<file path="config.mk">
export PLATFORM = sky130hd
export DESIGN_NAME = if_fetch_flat
export DESIGN_NICKNAME = d
export VERILOG_FILES = /design/src/rtl/if_fetch_if.sv /design/src/rtl/if_fetch.sv /design/src/flat_wrapper.sv
export SDC_FILE = /design/constraint.sdc
export NUM_CORES = 1
export LEC_CHECK = 0
export BUFFER_PORTS_ARGS = -buffer_cell sky130_fd_sc_hd__buf_2
export CAP_MARGIN = 20
export CORE_MARGIN = 1
export CORE_UTILIZATION = 44
export DETAILED_ROUTE_END_ITERATION = 8
export PLACE_DENSITY = 0.69
export SLEW_MARGIN = 15
export SYNTH_ARGS = -nofsm -noshare
export SYNTH_HDL_FRONTEND = slang
export SYNTH_SLANG_ARGS = --single-unit
</file>
<file path="constraint.sdc">
create_clock -name clk -period 3.5 [get_ports clk]
set_input_delay 0.35 -clock clk [delete_from_list [all_inputs] [get_ports clk]]
set_output_delay 0.35 -clock clk [all_outputs]
set_load 0.01 [all_outputs]
</file>
<file path="src/rtl/if_fetch_if.sv">
// Instruction-memory bus between the fetch stage (master) and instruction memory (slave).
// inst_rdata is valid in the same cycle that inst_ack is high.
interface if_fetch_if;
  logic        inst_req;
  logic [31:0] inst_addr;
  logic        inst_ack;
  logic [31:0] inst_rdata;

  modport master (
    output inst_req,
    output inst_addr,
    input  inst_ack,
    input  inst_rdata
  );

  modport slave (
    input  inst_req,
    input  inst_addr,
    output inst_ack,
    output inst_rdata
  );
endinterface

</file>
<file path="src/rtl/if_fetch.sv">
// Instruction fetch stage: single-outstanding request FSM with hold buffer, delayed
// branch redirect, flush with drop-on-ack, misalignment and ack-timeout error capture.
module if_fetch #(
  parameter logic [31:0] RESET_PC = 32'h0000_0000,
  parameter logic [7:0]  TIMEOUT  = 8'd255
) (
  input  logic        clk,
  input  logic        rst,
  input  logic [5:0]  stall,
  input  logic        flush,
  input  logic [31:0] new_pc,
  input  logic        branch_flag_i,
  input  logic [31:0] branch_target_address_i,
  if_fetch_if.master  imem,
  output logic [31:0] if_pc,
  output logic [31:0] if_inst,
  output logic        stallreq_if,
  output logic        fetch_err
);

  typedef enum logic [1:0] {
    S_IDLE = 2'd0,
    S_REQ  = 2'd1,
    S_HOLD = 2'd2,
    S_ERR  = 2'd3
  } state_e;

  state_e      state_q, state_d;
  logic [31:0] pc_q, pc_d;
  logic [31:0] addr_q, addr_d;
  logic        req_q, req_d;
  logic        pend_q, pend_d;
  logic [31:0] tgt_q, tgt_d;
  logic        drop_q, drop_d;
  logic [7:0]  cnt_q, cnt_d;
  logic [31:0] hbuf_pc_q, hbuf_pc_d;
  logic [31:0] hbuf_inst_q, hbuf_inst_d;
  logic [31:0] if_pc_q, if_pc_d;
  logic [31:0] if_inst_q, if_inst_d;
  logic        err_q, err_d;

  logic        hold_s;
  logic        branch_s;
  logic [31:0] next_pc_s;
  logic        unused_stall_s;

  assign hold_s         = stall[0];
  assign branch_s       = branch_flag_i & ~hold_s;
  assign unused_stall_s = ^stall[5:1];

  // Successor PC: a branch resolved this cycle makes the current fetch its delay slot,
  // so it redirects the very next request just like an already-pending target.
  always_comb begin
    if (branch_s) begin
      next_pc_s = branch_target_address_i;
    end else if (pend_q) begin
      next_pc_s = tgt_q;
    end else begin
      next_pc_s = pc_q + 32'd4;
    end
  end

  // Next-state and datapath update logic
  always_comb begin
    state_d     = state_q;
    pc_d        = pc_q;
    pend_d      = pend_q;
    tgt_d       = tgt_q;
    drop_d      = drop_q;
    cnt_d       = cnt_q;
    hbuf_pc_d   = hbuf_pc_q;
    hbuf_inst_d = hbuf_inst_q;
    if_pc_d     = if_pc_q;
    if_inst_d   = if_inst_q;
    err_d       = err_q;

    if (flush) begin
      pc_d        = new_pc;
      pend_d      = 1'b0;
      cnt_d       = 8'd0;
      err_d       = 1'b0;
      if_pc_d     = 32'd0;
      if_inst_d   = 32'd0;
      hbuf_pc_d   = 32'd0;
      hbuf_inst_d = 32'd0;
      state_d     = S_REQ;
      // An unacknowledged request cannot be withdrawn; its data is discarded later.
      drop_d      = (state_q == S_REQ) && !imem.inst_ack;
    end else begin
      if (branch_s) begin
        pend_d = 1'b1;
        tgt_d  = branch_target_address_i;
      end else begin
        pend_d = pend_q;
      end

      case (state_q)
        S_IDLE: begin
          state_d = S_REQ;
        end
        S_REQ: begin
          if (imem.inst_ack) begin
            cnt_d = 8'd0;
            if (drop_q) begin
              drop_d = 1'b0;
            end else if (!hold_s) begin
              if_pc_d   = pc_q;
              if_inst_d = imem.inst_rdata;
              pc_d      = next_pc_s;
              pend_d    = 1'b0;
            end else begin
              hbuf_pc_d   = pc_q;
              hbuf_inst_d = imem.inst_rdata;
              state_d     = S_HOLD;
            end
          end else if ((cnt_q + 8'd1) == TIMEOUT) begin
            state_d = S_ERR;
            err_d   = 1'b1;
            cnt_d   = 8'd0;
            drop_d  = 1'b0;
          end else begin
            cnt_d = cnt_q + 8'd1;
          end
        end
        S_HOLD: begin
          if (!hold_s) begin
            if_pc_d   = hbuf_pc_q;
            if_inst_d = hbuf_inst_q;
            pc_d      = next_pc_s;
            pend_d    = 1'b0;
            state_d   = S_REQ;
          end else begin
            state_d = S_HOLD;
          end
        end
        S_ERR: begin
          state_d = S_ERR;
        end
        default: begin
          state_d = S_IDLE;
        end
      endcase
    end

    // A misaligned address is never put on the bus.
    if ((state_d == S_REQ) && !drop_d && (pc_d[1:0] != 2'b00)) begin
      state_d = S_ERR;
      err_d   = 1'b1;
    end else begin
      err_d = err_d;
    end
  end

  // Bus outputs are registered; a dropped request keeps its original address.
  always_comb begin
    req_d = (state_d == S_REQ);
    if (drop_d) begin
      addr_d = addr_q;
    end else begin
      addr_d = pc_d;
    end
  end

  // State, datapath and output registers
  always_ff @(posedge clk or negedge rst) begin
    if (!rst) begin
      state_q     <= S_IDLE;
      pc_q        <= RESET_PC;
      addr_q      <= RESET_PC;
      req_q       <= 1'b0;
      pend_q      <= 1'b0;
      tgt_q       <= 32'd0;
      drop_q      <= 1'b0;
      cnt_q       <= 8'd0;
      hbuf_pc_q   <= 32'd0;
      hbuf_inst_q <= 32'd0;
      if_pc_q     <= 32'd0;
      if_inst_q   <= 32'd0;
      err_q       <= 1'b0;
    end else begin
      state_q     <= state_d;
      pc_q        <= pc_d;
      addr_q      <= addr_d;
      req_q       <= req_d;
      pend_q      <= pend_d;
      tgt_q       <= tgt_d;
      drop_q      <= drop_d;
      cnt_q       <= cnt_d;
      hbuf_pc_q   <= hbuf_pc_d;
      hbuf_inst_q <= hbuf_inst_d;
      if_pc_q     <= if_pc_d;
      if_inst_q   <= if_inst_d;
      err_q       <= err_d;
    end
  end

  // Stall request: waiting on memory in REQ, or parked in ERR.
  always_comb begin
    if (state_q == S_ERR) begin
      stallreq_if = 1'b1;
    end else if (state_q == S_REQ) begin
      stallreq_if = !imem.inst_ack;
    end else begin
      stallreq_if = 1'b0;
    end
  end

  assign imem.inst_req  = req_q;
  assign imem.inst_addr = addr_q;
  assign if_pc          = if_pc_q;
  assign if_inst        = if_inst_q;
  assign fetch_err      = err_q;

endmodule

</file>
<file path="src/flat_wrapper.sv">
// flat-port wrapper written by rule: the top's interface ports become plain ports
module if_fetch_flat 
#(
  parameter logic [31:0] RESET_PC = 32'h0000_0000,
  parameter logic [7:0]  TIMEOUT  = 8'd255
)
  (clk, rst, stall, flush, new_pc, branch_flag_i, branch_target_address_i, if_pc, if_inst, stallreq_if, fetch_err, imem_inst_req, imem_inst_addr, imem_inst_ack, imem_inst_rdata);
  if_fetch_if imem_i ();
  input  logic clk;
  input  logic rst;
  input  logic [5:0] stall;
  input  logic flush;
  input  logic [31:0] new_pc;
  input  logic branch_flag_i;
  input  logic [31:0] branch_target_address_i;
  output logic [31:0] if_pc;
  output logic [31:0] if_inst;
  output logic stallreq_if;
  output logic fetch_err;
  output wire logic [$bits(imem_i.inst_req)-1:0] imem_inst_req;
  output wire logic [$bits(imem_i.inst_addr)-1:0] imem_inst_addr;
  input wire logic [$bits(imem_i.inst_ack)-1:0] imem_inst_ack;
  input wire logic [$bits(imem_i.inst_rdata)-1:0] imem_inst_rdata;
  assign imem_inst_req = imem_i.inst_req;
  assign imem_inst_addr = imem_i.inst_addr;
  assign imem_i.inst_ack = imem_inst_ack;
  assign imem_i.inst_rdata = imem_inst_rdata;
  if_fetch #(.RESET_PC(RESET_PC), .TIMEOUT(TIMEOUT)) u_core (.clk(clk), .rst(rst), .stall(stall), .flush(flush), .new_pc(new_pc), .branch_flag_i(branch_flag_i), .branch_target_address_i(branch_target_address_i), .imem(imem_i), .if_pc(if_pc), .if_inst(if_inst), .stallreq_if(stallreq_if), .fetch_err(fetch_err));
endmodule
</file>
After elaboration in Yosys (flattened, before gate mapping)
Cells that the tools add are included.

storage, ports and cells
  register bits after elaboration = 238
  input bits = 107
  output and inout bits = 99
  logic and storage cells = 105

operators by class
  add/sub/neg operators = 2
  equal/unequal tests = 12
  multiplexer cells = 58
  bitwise gates (word level) = 3
  reduce and logical (&&, ||, !) cells = 17

operator list
  kind                                                   number
  two-way mux 32 bit                                     26
  one-hot mux 32 bit (2 select lines)                    3
  adder 32 x 3 -> 32 bit, second input constant          1
  two-way mux 8 bit                                      4
  two-way mux 1 bit                                      16
  two-way mux 2 bit                                      7
  inequality test 3 bit, second input constant           4
  nonzero test 3 bit                                     3
  adder 8 x 1 -> 8 bit, second input constant            1
  == test 8 bit, second input constant                   1
  one-hot mux 2 bit (4 select lines)                     1
  nonzero test 2 bit                                     4
  == test 2 x 1 -> 1 bit, second input constant          3
  AND reduction 5 bit                                    1
  == test 2 bit, second input constant                   2
  AND reduction 4 bit                                    1
  logical AND 1 bit                                      3
  inequality test 3 x 2 -> 1 bit, second input constant  1
  AND reduction 3 bit                                    1
  zero test 1 bit                                        2
  zero test 2 bit                                        1
  inequality test 2 bit, second input constant           1
  inverter 1 bit                                         2
  one-hot mux 1 bit (2 select lines)                     1
  other kinds (2)                                        2

Logic depth before layout (Yosys ltp)
Gate-level depths: netlist of the first run.

  depth in word-level cells = 12
  mapped depth = 10
  depth with buffers taken out = 8

Least setup slack after synthesis of the first run
Ideal clock, no wire load.

  kind = register to register
  from = reg u_core.cnt_q[0]
  to = reg u_core.addr_q[18] (netlist: u_core.imem.inst_addr[18])
  setup time = 0.128 ns
  arrival = 2.258 ns
  path slack = 1.114 ns
  stages on the path, launching flop included = 8
  cells stage by stage = dfrtp_1 -> ha_1 -> nand3_1 -> or3_1 -> a2111oi_4 -> a31oi_4 -> buf_2 -> mux2_1

on the way
  cells in the longest elaborated chain, start to end = 6

RTL lines
  element                 RTL line         RTL
  from (decl)             if_fetch.sv:35   logic [7:0] cnt_q, cnt_d;
  from (signal assigned)  if_fetch.sv:188  cnt_q <= cnt_d;
  adder 8 x 1 -> 8 bit    if_fetch.sv:116  end else if ((cnt_q + 8'd1) == TIMEOUT) begin
  == test 8 bit           if_fetch.sv:116
  two-way mux 1 bit       if_fetch.sv:116
  two-way mux 1 bit       if_fetch.sv:102  if (imem.inst_ack) begin
  two-way mux 1 bit       if_fetch.sv:97   case (state_q)
  two-way mux 1 bit       if_fetch.sv:77   if (flush) begin
  to (signal assigned)    if_fetch.sv:183  addr_q <= addr_d;
  to (decl)               if_fetch.sv:30   logic [31:0] addr_q, addr_d;

No other way between the ends.
A chain may end at the register's enable or synchronous reset.

Worst setup path in the final report of the first run
  from = reg u_core.pc_q[7]
  to = reg u_core.addr_q[31] (netlist: u_core.imem.inst_addr[31])

on the way
  cells in the longest elaborated chain, start to end = 8

RTL lines
  element                                RTL line                          RTL
  from (decl)                            if_fetch.sv:29                    logic [31:0] pc_q, pc_d;
  from (signal assigned)                 if_fetch.sv:182                   pc_q <= pc_d;
  adder 32 x 3 -> 32 bit *               if_fetch.sv:59                    next_pc_s = pc_q + 32'd4;
  two-way mux 32 bit *                   if_fetch.sv:56                    end else if (pend_q) begin
  two-way mux 32 bit *                   if_fetch.sv:54                    if (branch_s) begin
  two-way mux 32 bit *                   if_fetch.sv:106, if_fetch.sv:126
  two-way mux 32 bit                     if_fetch.sv:104                   if (drop_q) begin
  two-way mux 32 bit                     if_fetch.sv:102
  one-hot mux 32 bit (2 select lines) *  if_fetch.sv:97
  two-way mux 32 bit *                   if_fetch.sv:77
  named net u_core.pc_d[31]              if_fetch.sv:29

Mark *: on every way through the listed nets, which the timed path passes. The rest lies on a longest branch.

==> reports/qor.txt, run 1 <==
#FFs+latches synth: 238
Worst EP required: 3.91 ns
GR Overflow Total: 0
Most frequent cells in the layout: 238 x dfrtp_1, 198 x buf_2, 188 x nand2_1, 108 x nor2_1, 104 x a21oi_1
Die area: 28380 µm²
Clock Skews: 0.01016 ns
Peak fanout along the critical path: 12
Chip height: 168.5 µm
Total CTS buffers: 27
Buf/Inv on CP: 0
Post_cts resized: 0
Die Wd: 168.5 µm
Syn_nets: 1388
Vias in the first global route: 9955
RSZ-0062 raised after global routing: no
Post-synthesis cell count: 1274
Final antenna-violating net count: 0
Setup-failing EPs final: 0
Top Ports: 206
Crit-path cells: nand3_2, or4_4, nor4_1, mux2i_1, a21oi_1, mux2_2
Drt pass-1 iters: 6
CP delay by family, top: simple AND/OR/NAND/NOR gates
H-Tree Depth: 1
Final nets: 1569
Worst-Margin Slew: 0.8972 ns
Max Freq: 0.3467 GHz
Final instance area: 14730 µm²
Core Area: 27100 µm²
Skew-Pair Late Insertion Delay: 0.53 ns
Register-to-register setup slack: 0.62 ns
Initial DRC Count: 1063
Post-route DRC: 0
Synth warn: 0
Outcome: finished, final reports clean
Worst VDD drop: 0.5023 mV
CP max stage cell: or4_4
Sequential share of the synthesized area: 0.4886
CTS tree: done
Largest net degree at the start of global routing: 92
Total number of vias: 10744
Area of the mapped netlist: 12190 µm²
Initial Utilization: 0.4498
Area leader, netlist: dfrtp_1
CP arrival: 3.29 ns
Period Utilization, post-route: 0.8240
Syn avg cell area: 9.569 µm²
Initial antenna violation count: 0
MaxCap Viol Count: 0
Pins over their slew limit: 0
Asr flop ratio synth: 1.000
Post-route setup TNS: 0 ns
Post-synth EDFFs: 0
Post-DP HPWL: 25.77 mm
GP Congestion: 0.9836
Num Clock Sinks: 238
Clk Tree Root Cell: clkbuf_16
Final Power: 10.85 mW
CP Capture Type: flop
Clk pin slew, worst setup/hold paths: 0.06 ns
Diodes inserted: 0
Leak Pwr: 6.338 nW
Top_reg_cell synth: dfrtp_1
Top cells by area, synth: dfrtp_1 49%, mux2_2 6.0%, mux2i_1 6.0%
Period minus WS final: 2.884 ns
Avg WL per Cell: 20.23 µm
PortBufs: 200
First-pass GRT wire length: 58.26 mm
Clock buffer depth: 3
CP Launch Type: flop
Critical path type: reg -> reg
Layout cell share with drive strength beyond 1: 0.2593
Top cell type's share of synthesized area: 0.4886
Hold crit path type: in -> reg
Slowest stage delay, CP: 0.66 ns
# rows: 60
Vias/cell: 5.823
PwrDens: 736.5 nW/µm²
DP Area: 13830 µm²
Cell variety after synth: 75
Final hold violation count: 0
Layout Utilization: 0.5434
DRT Wirelength: 37.33 mm
Max-slew headroom: 0.3978
GRT Util Overall: 0.2615
Leading cell type in the layout, fill and taps excluded: dfrtp_1
Area growth syn-to-layout: 20.79%
-- worst paths after layout --
check | depth (start not counted) | startpoint | end
worst max register to register | 6 | u_core.pc_q[7] | u_core.imem.inst_addr[31]
max in group asynchronous | 4 | rst | u_core.cnt_q[0]
worst min-delay path | 3 | imem_inst_rdata[30] | u_core.hbuf_inst_q[30]
worst min register to register | 1 | u_core.imem.inst_addr[30] | u_core.imem.inst_addr[30]
worst max-delay path | 6 | u_core.pc_q[7] | u_core.imem.inst_addr[31]
min in group asynchronous | 2 | rst | u_core.hbuf_inst_q[30]
-- cells in the mapped netlist, types with 4 or more instances --
cell type,instances
and2_1,6
o21ai_0,53
o221ai_1,9
clkbuf_1,74
a211oi_1,76
a31oi_1,6
nand4_1,11
nor4_1,11
nand3_1,21
ha_1,7
nor3_1,21
nand2b_1,13
a221oi_1,5
a21o_1,6
nor2b_1,7
nor2_1,110
mux2i_1,73
mux2_2,65
nand2_1,189
inv_1,16
buf_1,18
o22ai_1,14
a22oi_1,10
xor2_1,4
o21a_1,5
or3_1,5
o31ai_1,6
buf_2,11
dfrtp_1,238
o211ai_1,7
and3_1,6
a21oi_1,105
-- repair_timing --
action	in CTS	in global routing
hold buffers	1	0
setup buffers	0	0
endpoints found under the hold margin	73	0
-- state kept, by name, summed over array words and instances, names as in the netlist, 8 cells and up --
name and count:
u_core.cnt_q 8, u_core.tgt_q 32, u_core.if_pc 32, u_core.hbuf_pc_q 32
u_core.hbuf_inst_q 32, u_core.if_inst 32, u_core.imem.inst_addr 32, u_core.pc_q 32
-- power by group --
part	switching, mW	total (mW)	internal [mW]	leakage, nW
clock	1.13	2.75	1.62	0.431
sequential	0.586	4.00	3.41	3.12
combinational	2.41	4.10	1.69	2.79
-- layout make-up --
type	instances	area [µm²]
inverter	17	63.81
timing repair buffer	257	1585
sequential	238	5956
clock inverter	6	38.79
fill	2448	12380
tap	372	465.4
multi-input combinational	914	5788
clock buffer	41	828.3
-- worst register-to-register path, delay by kind of cell, from the launching register on --
kind	cells	cell delay, ns
AO/OA/AOI/OAI	1	0.12
flip-flops	1	0.56
multiplexers	2	0.68
AND/OR/NAND/NOR	3	1.41
-- per-stage QoR --
step | setup WS (ns) | hold WS [ns] | instances
after floorplan | 1.114 | 0.05441 | 1274
after global placement | 0.7939 | 0.3603 | 1796
after detailed placement | 0.7494 | 0.3617 | 1796
after CTS | 0.7256 | 0.04443 | 1844
after global routing | 0.4880 | 0.05161 | 1845
final | 0.6159 | 0.06538 | 1845
-- kinds of logic after synthesis --
group / Yosys count / share of synthesized area
buf+inv: 122 / 0.03962
mux: 139 / 0.1209
simple gates: 419 / 0.1524
fa+ha+maj: 7 / 0.007184
flops: 238 / 0.4886
compound gates: 342 / 0.1863
xor+xnor: 7 / 0.005029
-- per-layer routing --
layer,GRT usage,vias to the layer above,routed length [µm]
li1,-,4960,-
met1,0.3796,5209,16520
met2,0.3976,497,16610
met3,0.05097,78,3240
met4,0.07391,0,963
met5,0,-,0
Power figures use the tool's default switching activity.
==> run 2: changes to the inputs <==
==> constraint.sdc (replaced) <==
create_clock -name clk -period 2.8 [get_ports clk]
set_input_delay 0.28 -clock clk [delete_from_list [all_inputs] [get_ports clk]]
set_output_delay 0.28 -clock clk [all_outputs]
set_load 0.01 [all_outputs]
==> run 2 against run 1 <==
Clock skew increased by 0.0029 ns; combinational power increased by 35%; non-clock buffer count increased by 96; global-route usage increased by 0.85 points; largest cell class unchanged.
==> reports/qor.txt, run 2 (same netlist as run 1, synthesis figures left out) <==
Outcome: finished, final reports clean
Final Power: 14.24 mW (+31%)
# rows: 60 (unchanged)
PortBufs: 200 (unchanged)
Area growth syn-to-layout: 28.94%
CP delay by family, top: simple AND/OR/NAND/NOR gates
PwrDens: 905.9 nW/µm² (+23%)
Num Clock Sinks: 238 (unchanged)
Layout cell share with drive strength beyond 1: 0.2672 (+0.007841)
Register-to-register setup slack: 0.16 ns (-0.45 ns)
Period minus WS final: 2.637 ns (-0.2470 ns)
Dpl ws: 0.1643 ns (-0.5851 ns)
Initial Utilization: 0.4498 (unchanged)
Most used cell, CP: a21oi_1
Vias/cell: 5.650 (-3.0%)
Core Area: 27100 µm² (unchanged)
Leading cell type in the layout, fill and taps excluded: dfrtp_1
Worst EP required: 3.24 ns (-0.67 ns)
Post-route DRC: 0 (unchanged)
Fin worst setup slack: 0.1629 ns (-0.4530 ns)
Max Freq: 0.3792 GHz (+9.4%)
Switching power share of the total: 0.3721 (-0.008178)
MaxCap Viol Count: 0 (unchanged)
Die area: 28380 µm² (unchanged)
DRT Wirelength: 38.41 mm (+2.9%)
Comb pwr share: 0.389 (+0.011)
First-pass GRT wire length: 60.19 mm (+3.3%)
CP arrival: 3.08 ns (-0.21 ns)
Drt pass-1 iters: 6 (unchanged)
Clk pin slew, worst setup/hold paths: 0.06 ns (about the same)
Most frequent cells in the layout: 238 x dfrtp_1, 198 x buf_2, 188 x nand2_1, 108 x nor2_1, 104 x a21oi_1
WP depth: 8 (+2)
Flop pwr share: 0.341 (-0.027)
Min Hold Slack: 0.01225 ns (-0.05313 ns)
Peak fanout along the critical path: 11 (-1)
Worst-Margin Slew: 0.9660 ns (+0.06881 ns)
Initial DRC Count: 1136 (+6.9%)
Slowest stage delay, CP: 0.58 ns (-0.08 ns)
H-Tree Depth: 1 (unchanged)
R2r worst-path depth: 8 (+2)
Clk Tree Root Cell: clkbuf_16
RSZ-0062 raised after global routing: no
RR Endpoint: u_core.imem.inst_addr[31]
Met1 usage: 0.3746 (-0.005014)
GR Overflow Total: 0 (unchanged)
Period Utilization, post-route: 0.9418 (+0.1178)
Final nets: 1665 (+6.1%)
Reg-to-Reg Start: u_core.state_q[0]
Clk pwr share: 0.270 (+0.016)
Chip height: 168.5 µm (unchanged)
CTS tree: done
Critical Path Start: u_core.state_q[0]
Grt met3 use: 0.04209 (-0.008885)
CP max stage cell: or3b_2
Diodes inserted: 0 (unchanged)
CP Capture Point: u_core.imem.inst_addr[31]
Clock buffer depth: 3 (unchanged)
Critical path type: reg -> reg
Pint: 8.940 mW (+33%)
Pins over their slew limit: 0 (unchanged)
Largest net degree at the start of global routing: 93 (+1.1%)
Met2 usage: 0.4281 (+0.03049)
Global-route layer with the greatest usage: met2
CP Launch Type: flop
GP Congestion: 1.025 (+4.2%)
Leak Pwr: 6.809 nW (+7.4%)
Worst VDD drop: 0.5629 mV (+12%)
Buf/Inv on CP: 1 (+1)
Total CTS buffers: 27 (unchanged)
CP Capture Type: flop
Initial antenna violation count: 0 (unchanged)
Max-slew headroom: 0.3560 (-0.04186)
Final antenna-violating net count: 0 (unchanged)
Total number of vias: 10983 (+2.2%)
Top Ports: 206 (unchanged)
Switch Pwr: 5.299 mW (+28%)
GRT Util Overall: 0.2700 (+0.008453)
Final hold violation count: 0 (unchanged)
Post-CTS setup buffer count: 0 (unchanged)
Skew-Pair Late Insertion Delay: 0.56 ns (+0.03 ns)
Crit-path cells: inv_1, ha_2, or3b_2, a21oi_1, nand3_1, mux2i_1, a21oi_1, mux2_2
Avg WL per Cell: 19.76 µm (-2.4%)
Die Wd: 168.5 µm (unchanged)
Clock Skews: 0.01305 ns (+0.002889 ns)
Vias in the first global route: 10907 (+9.6%)
Setup-failing EPs final: 0 (unchanged)
Hold crit path type: in -> reg
Post-route setup TNS: 0 ns (unchanged)
Post-DP HPWL: 26.64 mm (+3.4%)
run 2: cell types whose count changed in the layout (fill, tap and decap cells not counted), moves of 3 or more:
cell | previous run | this run
clkbuf_8 | 10 | 7
buf_4 | 45 | 77
bufinv_16 | 0 | 4
dlygate4sd3_1 | 1 | 66
run 2: final cells by class:
cell class / count / area (µm²)
fillers: 2369 / 11380
flip-flops and latches: 238 / 5956
clock buffers: 36 / 779.5
inverters: 17 / 63.81
repair buffers: 353 / 2456
clock inverters: 14 / 205.2
well taps: 372 / 465.4
multi-input cells: 914 / 5793
run 2: worst min path at each step:
stage	startpoint	endpoint	slack, ns	depth (start not counted)
finish	branch_target_address_i[16]	u_core.tgt_q[16]	0.01	2
global route	branch_target_address_i[16]	u_core.tgt_q[16]	0.02	2
CTS	branch_target_address_i[16]	u_core.tgt_q[16]	0.0007	2
detailed placement	rst	u_core.if_inst[30]	0.19	1
global placement	rst	u_core.if_inst[30]	0.19	1
floorplan	rst	u_core.cnt_q[0]	-0.02	0
run 2: metrics by stage:
stage               std cells    util  cell area, µm²
floorplan                1274       -           12190
CTS                      1944  0.5798           15710
global placement         1828  0.5191           14070
global route             1944  0.5800           15720
finish                   1944  0.5800           15720
detailed placement       1828  0.5191           14070
run 2: power groups by stage:
stage | Sequential [mW] | Clock [mW] | Combinational [mW]
2_1_floorplan | 4.96 | 0 | 2.97
3_3_place_gp | 4.87 | 0 | 5.32
3_5_place_dp | 4.90 | 0 | 5.38
4_1_cts | 4.84 | 3.93 | 5.47
5_1_grt | 4.96 | 4.04 | 5.99
6_report | 4.85 | 3.85 | 5.54
run 2: layer usage:
metal | wire length [µm] | share of wire
met5 | 0 | 0
met1 | 17110 | 0.45
met2 | 17230 | 0.45
met3 | 2717 | 0.071
met4 | 1348 | 0.035
run 2: what timing repair did:
action / 4_1_cts / 5_1_grt
hold buffers: 66 / 0
hold endpoints to repair: 123 / 0
gates resized for setup: 0 / 3
endpoints found under the setup margin: 0 / 4
